`src/rtl/alu_rr_scheduler_if.sv`:
```
`default_nettype none
// +--------------------------------------------------------------------------+
// | Module   : alu_rr_scheduler_if                                           |
// | Brief    : Request / shared-ALU / response bundle for alu_rr_scheduler    |
// | Revision : 1.0  initial release                                          |
// +--------------------------------------------------------------------------+
interface alu_rr_scheduler_if #(
  parameter int NUM_REQ = 4,
  parameter int DATA_W  = 8
);
  localparam int ID_W = $clog2(NUM_REQ);

  logic [NUM_REQ-1:0]        req_valid;
  logic [NUM_REQ-1:0]        req_ready;
  logic [NUM_REQ*DATA_W-1:0] req_a;
  logic [NUM_REQ*DATA_W-1:0] req_b;
  logic [NUM_REQ*2-1:0]      req_op;
  logic [DATA_W-1:0]         alu_a;
  logic [DATA_W-1:0]         alu_b;
  logic [1:0]                alu_op;
  logic [DATA_W-1:0]         alu_result;
  logic                      rsp_valid;
  logic                      rsp_ready;
  logic [ID_W-1:0]           rsp_id;
  logic [DATA_W-1:0]         rsp_result;
  logic                      rsp_flag;

  modport slave (
    input  req_valid, req_a, req_b, req_op, alu_result, rsp_ready,
    output req_ready, alu_a, alu_b, alu_op, rsp_valid, rsp_id, rsp_result, rsp_flag
  );

  modport master (
    output req_valid, req_a, req_b, req_op, alu_result, rsp_ready,
    input  req_ready, alu_a, alu_b, alu_op, rsp_valid, rsp_id, rsp_result, rsp_flag
  );
endinterface
`default_nettype wire

```
`src/rtl/alu_rr_scheduler.sv`:
```
`default_nettype none
// +--------------------------------------------------------------------------+
// | Module   : alu_rr_scheduler                                              |
// | Brief    : Round-robin sharing of one external ALU among NUM_REQ clients  |
// | Revision : 1.0  initial release                                          |
// +--------------------------------------------------------------------------+
module alu_rr_scheduler #(
  parameter int NUM_REQ = 4,
  parameter int DATA_W  = 8
) (
  input wire                 clk,
  input wire                 rst_n,
  alu_rr_scheduler_if.slave  bus
);
  localparam int              ID_W      = $clog2(NUM_REQ);
  localparam logic [ID_W:0]   C_NUM     = (ID_W+1)'(NUM_REQ);
  localparam logic [ID_W-1:0] C_LAST_ID = ID_W'(NUM_REQ - 1);

  typedef enum logic [1:0] {
    S_IDLE = 2'd0,
    S_EXEC = 2'd1,
    S_RESP = 2'd2
  } state_t;

  state_t r_state, w_state_nxt;

  logic [ID_W-1:0]      r_ptr, r_gnt, r_id, w_win;
  logic [DATA_W-1:0]    r_a, r_b, r_res, w_a, w_b;
  logic [1:0]           r_op, w_op;
  logic                 r_flag, w_flag;
  logic                 w_any, w_accept, w_done;
  logic [NUM_REQ-1:0]   w_ready;
  logic [2*NUM_REQ-1:0] w_rot;
  logic [ID_W:0]        w_off, w_idx;
  logic [DATA_W:0]      w_sum;

  // Rotating the doubled valid vector by ptr makes bit 0 the highest-priority slot.
  always_comb begin : arbiter
    w_rot = {bus.req_valid, bus.req_valid} >> r_ptr;
    w_any = |bus.req_valid;
    w_off = '0;
    for (int i = NUM_REQ - 1; i >= 0; i--) begin
      if (w_rot[i]) w_off = (ID_W+1)'(i);
    end
    w_idx = {1'b0, r_ptr} + w_off;
    if (w_idx >= C_NUM) w_idx = w_idx - C_NUM;
    w_win = w_idx[ID_W-1:0];
    w_a   = '0;
    w_b   = '0;
    w_op  = '0;
    for (int i = 0; i < NUM_REQ; i++) begin
      if (w_win == ID_W'(i)) begin
        w_a  = bus.req_a[i*DATA_W +: DATA_W];
        w_b  = bus.req_b[i*DATA_W +: DATA_W];
        w_op = bus.req_op[i*2 +: 2];
      end
    end
  end

  always_ff @(posedge clk or negedge rst_n) begin
    if (!rst_n) r_state <= S_IDLE;
    else        r_state <= w_state_nxt;
  end

  // Grant is gated by rst_n so no requester sees ready while reset is held.
  always_comb begin : fsm_next
    w_state_nxt = r_state;
    w_ready     = '0;
    w_accept    = 1'b0;
    w_done      = 1'b0;
    case (r_state)
      S_IDLE: begin
        if (w_any && rst_n) begin
          for (int i = 0; i < NUM_REQ; i++) begin
            w_ready[i] = (w_win == ID_W'(i));
          end
          w_accept    = 1'b1;
          w_state_nxt = S_EXEC;
        end
      end
      S_EXEC: w_state_nxt = S_RESP;
      S_RESP: begin
        if (bus.rsp_ready) begin
          w_done      = 1'b1;
          w_state_nxt = S_IDLE;
        end
      end
      default: w_state_nxt = S_IDLE;
    endcase
  end

  always_comb begin : flag_calc
    w_sum  = {1'b0, r_a} + {1'b0, r_b};
    w_flag = 1'b0;
    case (r_op)
      2'b00:   w_flag = w_sum[DATA_W];
      2'b01:   w_flag = (r_a < r_b);
      default: w_flag = 1'b0;
    endcase
  end

  always_ff @(posedge clk or negedge rst_n) begin
    if (!rst_n) begin
      r_a    <= '0;
      r_b    <= '0;
      r_op   <= '0;
      r_gnt  <= '0;
      r_ptr  <= '0;
      r_id   <= '0;
      r_res  <= '0;
      r_flag <= 1'b0;
    end else begin
      if (w_accept) begin
        r_a   <= w_a;
        r_b   <= w_b;
        r_op  <= w_op;
        r_gnt <= w_win;
      end
      if (r_state == S_EXEC) begin
        r_res  <= bus.alu_result;
        r_flag <= w_flag;
        r_id   <= r_gnt;
      end
      if (w_done) r_ptr <= (r_gnt == C_LAST_ID) ? '0 : r_gnt + 1'b1;
    end
  end

  assign bus.req_ready  = w_ready;
  assign bus.alu_a      = r_a;
  assign bus.alu_b      = r_b;
  assign bus.alu_op     = r_op;
  assign bus.rsp_valid  = (r_state == S_RESP);
  assign bus.rsp_id     = r_id;
  assign bus.rsp_result = r_res;
  assign bus.rsp_flag   = r_flag;
endmodule
`default_nettype wire

```
`src/flat_wrapper.sv`:
```
// flat-port wrapper written by rule: the top's interface ports become plain ports
module alu_rr_scheduler_flat 
#(
  parameter int NUM_REQ = 4,
  parameter int DATA_W  = 8
)
  (clk, rst_n, bus_req_valid, bus_req_a, bus_req_b, bus_req_op, bus_alu_result, bus_rsp_ready, bus_req_ready, bus_alu_a, bus_alu_b, bus_alu_op, bus_rsp_valid, bus_rsp_id, bus_rsp_result, bus_rsp_flag);
  alu_rr_scheduler_if #(.NUM_REQ(NUM_REQ), .DATA_W(DATA_W)) bus_i ();
  input wire clk;
  input wire rst_n;
  input wire logic [$bits(bus_i.req_valid)-1:0] bus_req_valid;
  input wire logic [$bits(bus_i.req_a)-1:0] bus_req_a;
  input wire logic [$bits(bus_i.req_b)-1:0] bus_req_b;
  input wire logic [$bits(bus_i.req_op)-1:0] bus_req_op;
  input wire logic [$bits(bus_i.alu_result)-1:0] bus_alu_result;
  input wire logic [$bits(bus_i.rsp_ready)-1:0] bus_rsp_ready;
  output wire logic [$bits(bus_i.req_ready)-1:0] bus_req_ready;
  output wire logic [$bits(bus_i.alu_a)-1:0] bus_alu_a;
  output wire logic [$bits(bus_i.alu_b)-1:0] bus_alu_b;
  output wire logic [$bits(bus_i.alu_op)-1:0] bus_alu_op;
  output wire logic [$bits(bus_i.rsp_valid)-1:0] bus_rsp_valid;
  output wire logic [$bits(bus_i.rsp_id)-1:0] bus_rsp_id;
  output wire logic [$bits(bus_i.rsp_result)-1:0] bus_rsp_result;
  output wire logic [$bits(bus_i.rsp_flag)-1:0] bus_rsp_flag;
  assign bus_i.req_valid = bus_req_valid;
  assign bus_i.req_a = bus_req_a;
  assign bus_i.req_b = bus_req_b;
  assign bus_i.req_op = bus_req_op;
  assign bus_i.alu_result = bus_alu_result;
  assign bus_i.rsp_ready = bus_rsp_ready;
  assign bus_req_ready = bus_i.req_ready;
  assign bus_alu_a = bus_i.alu_a;
  assign bus_alu_b = bus_i.alu_b;
  assign bus_alu_op = bus_i.alu_op;
  assign bus_rsp_valid = bus_i.rsp_valid;
  assign bus_rsp_id = bus_i.rsp_id;
  assign bus_rsp_result = bus_i.rsp_result;
  assign bus_rsp_flag = bus_i.rsp_flag;
  alu_rr_scheduler #(.NUM_REQ(NUM_REQ), .DATA_W(DATA_W)) u_core (.clk(clk), .rst_n(rst_n), .bus(bus_i));
endmodule
```
`config.mk`:
```
export PLATFORM = sky130hd
export DESIGN_NAME = alu_rr_scheduler_flat
export DESIGN_NICKNAME = d
export VERILOG_FILES = /design/src/rtl/alu_rr_scheduler_if.sv /design/src/rtl/alu_rr_scheduler.sv /design/src/flat_wrapper.sv
export SDC_FILE = /design/constraint.sdc
export NUM_CORES = 1
export LEC_CHECK = 0
export ABC_AREA = 1
export ABC_CLOCK_PERIOD_IN_PS = 3000
export CAP_MARGIN = 20
export CORE_MARGIN = 1
export CORE_UTILIZATION = 25
export DETAILED_ROUTE_END_ITERATION = 16
export SLEW_MARGIN = 20
export SYNTH_ARGS = -nofsm -noshare
export SYNTH_HDL_FRONTEND = slang
export SYNTH_SLANG_ARGS = --single-unit
```
`constraint.sdc`:
```
create_clock -name clk -period 3 [get_ports clk]
set_clock_uncertainty 0.15 [all_clocks]
set_input_delay 0.6 -clock clk [delete_from_list [all_inputs] [get_ports clk]]
set_output_delay 0.6 -clock clk [all_outputs]
set_load 0.005 [all_outputs]
```
==> results.json <==
{
  "cts.sinks": 35,
  "ys_seq_area_frac": 0.342,
  "r2r_start": "u_core.r_ptr[0]",
  "area_delta_synth_final_pct": 67.8,
  "dp_worst_setup_slack_ps": -810,
  "relSlewSlack": 0.681,
  "syn_inst": 369,
  "wl_mm": 8.87,
  "grt_max_degree": 36,
  "critPathLaunch": "u_core.r_ptr[0]",
  "drtAntennaViolNets": 0,
  "io_buffers": 120,
  "dieHeight_um": 103,
  "reg2reg_slack_ps": 350,
  "total_power_w": 0.00489,
  "fin_cells": 647,
  "clock_latency_ps": 280,
  "p_sw_w": 0.00235,
  "syn_area_mm2": 0.00256,
  "power.density_mw_per_mm2": 1140,
  "rows": 36,
  "synth.distinct_cells": 31,
  "fin_crit_ps": 2980,
  "critPathMaxFanout": 7,
  "ff2ff_path_depth": 16,
  "antenna_found_initial": 0,
  "max_freq_ghz": 0.335,
  "layout-drive-gt1-share": 0.193,
  "drtIter0Drc": 82,
  "cts_max_level": 2,
  "hold_path.class": "in2async",
  "track_usage": 0.169,
  "ctsHoldBuffers": 0,
  "dp_cells": 634,
  "gp_congestion": 0.812,
  "combPwrFrac": 0.735,
  "seq_power_share": 0.187,
  "avgSynthCellArea_um2": 6.94,
  "wl_per_cell_um": 13.7,
  "whs_ps": 266,
  "p_sw_frac": 0.480,
  "via_per_inst": 4.45,
  "synthTopCellsByArea": "dfrtp_1 (34%), nand2_1 (19%), ha_1 (7.8%)",
  "worst_pin_slew_ps": 478,
  "cp_data_required_time_ps": 2250,
  "seq_area_um2": 878,
  "clockPowerShare": 0.078,
  "path_clk_slew_ps": 70,
  "yosys_warnings": 0,
  "crit_type": "reg2out",
  "yosysTopAreaCell": "dfrtp_1",
  "rsz0062_at_grt": "true",
  "die_x_um": 103,
  "diodes": 0,
  "period_share": 0.994,
  "fin_ws_ps": 18.9,
  "yosysMostFrequentCell": "nand2_1",
  "drc": 0,
  "cts_buffer_depth": 2,
  "status": "complete, no violations",
  "p_leak_nw": 2.05,
  "regToRegEndpoint": "u_core.bus.alu_b[6]",
  "maxCapViolations": 0,
  "grt_overflow": 0,
  "dr.pass1.iters": 4,
  "finalMaxSlewViolations": 0,
  "synth_edf_count": 0,
  "tns_ps": 0,
  "crit_path_end": "bus_req_ready[2]",
  "finalHoldViolations": 0,
  "p_int_w": 0.00254,
  "fp.coreArea_mm2": 0.00986,
  "ys_top_cells_by_count": "nand2_1 (128), dfrtp_1 (35), inv_1 (35)",
  "ys_async_sr_fraction": 1.00,
  "cts-buffers-inserted": 5,
  "fill_cells": 1003,
  "dpl.hpwl_mm": 6.90,
  "io_pins": 121,
  "grt_pass1_vias": 2817,
  "cts_root_buf": "clkbuf_8",
  "start_util": 0.260,
  "vias": 2881,
  "synth_top_area_frac": 0.342,
  "max-vdd-ir-drop_mv": 0.510,
  "fin_nets": 616,
  "cts_tree": "built",
  "crit_arrival_ps": 2230,
  "end_kind": "output pin",
  "multi_input_area_mm2": 0.00157,
  "syn_nets": 472,
  "setup_viol": 0,
  "die_area_mm2": 0.0106,
  "start_kind": "register",
  "grt_first_pass_wirelength_mm": 13.8,
  "ys.flop_type": "dfrtp_1",
  "ys_ff_latch": 35
}
cell families after synthesis:
logic type / share of synthesized area
adder cells (fa/ha/maj): 0.0782
AND/OR/NAND/NOR: 0.396
XOR/XNOR: 0.00342
AO/OA/AOI/OAI: 0.0909
flip-flops: 0.342
buffers and inverters: 0.0894
metal layers:
| layer | share of wire | track usage | wire [um] | vias to the layer above |
|---|---|---|---|---|
| li1 | - | - | - | 1478 |
| met1 | 0.44 | 0.212 | 3890 | 1332 |
| met2 | 0.52 | 0.308 | 4600 | 67 |
| met3 | 0.037 | 0.0228 | 327 | 4 |
| met4 | 0.0055 | 0.0401 | 49 | 0 |
| met5 | 0 | 0 | 0 | - |
critical path, cell delays in order (launching register included):
cell and delay, ps:
dfrtp_2 460, inv_4 80, nand2_2 100, nand3_2 70, nand2_2 80, nand3_2 70
a21boi_2 120, ha_2 200, xnor2_2 130, buf_4 150, nand3_4 80, nand2_8 110
nand2_4 60, nor2_4 100, buf_2 110
flip-flops by register name (all words and copies together), names as in the netlist:
name,count
u_core.bus.alu_a,8
u_core.bus.alu_b,8
u_core.bus.rsp_result,8
u_core.bus.alu_op,2
u_core.bus.rsp_id,2
u_core.r_gnt,2
u_core.r_ptr,2
u_core.r_state,2
u_core.bus.rsp_flag,1
repair_timing:
action	in CTS	in global routing
gates resized for setup	48	16
setup buffers	3	2
setup endpoints to repair	4	4
hold endpoints to repair	0	0
pin swaps	12	5
cells in the final DEF (no fill, tap or decap), types with 11 or more instances in the layout:
cell type and n:
nand4_1 14, inv_1 34, nor2_2 11, buf_4 31, clkdlybuf4s50_1 111, ha_1 15, nor2_1 21, a21oi_1 15
nand2_1 118, dfrtp_1 33, o21ai_0 24, nand3_1 17
power groups by stage:
| stage | registers (W) | logic [W] | clock network (W) |
|---|---|---|---|
| after global placement | 0.000904 | 0.00330 | 0 |
| after CTS | 0.000913 | 0.00353 | 0.000395 |
| after floorplan | 0.000885 | 0.00199 | 0 |
| final | 0.000913 | 0.00359 | 0.000381 |
| after detailed placement | 0.000913 | 0.00336 | 0 |
| after global routing | 0.000943 | 0.00404 | 0.000415 |
layout make-up:
type / count / share of cell area
Clock buffer: 8 / 0.0233
Tap cell: 133 / 0.0387
Inverter: 39 / 0.0350
Sequential cell: 35 / 0.204
Timing Repair Buffer: 152 / 0.332
Multi-Input combinational cell: 280 / 0.366
stage by stage:
step,utilization,cell area [um^2]
after CTS,0.426,4200
after detailed placement,0.410,4040
after global routing,0.435,4300
after floorplan,-,2560
after global placement,0.410,4040
final,0.435,4300
worst min-delay path by stage:
stage / endpoint / from
5_1_grt: u_core.bus.alu_b[3] / rst_n
4_1_cts: u_core.bus.alu_b[3] / rst_n
6_report: u_core.bus.alu_b[3] / rst_n
3_5_place_dp: u_core.bus.rsp_result[4] / u_core.bus.rsp_result[4]
2_1_floorplan: u_core.bus.alu_a[0] / rst_n
3_3_place_gp: u_core.bus.rsp_result[5] / u_core.bus.rsp_result[5]
(Power assumes the default switching activity.)
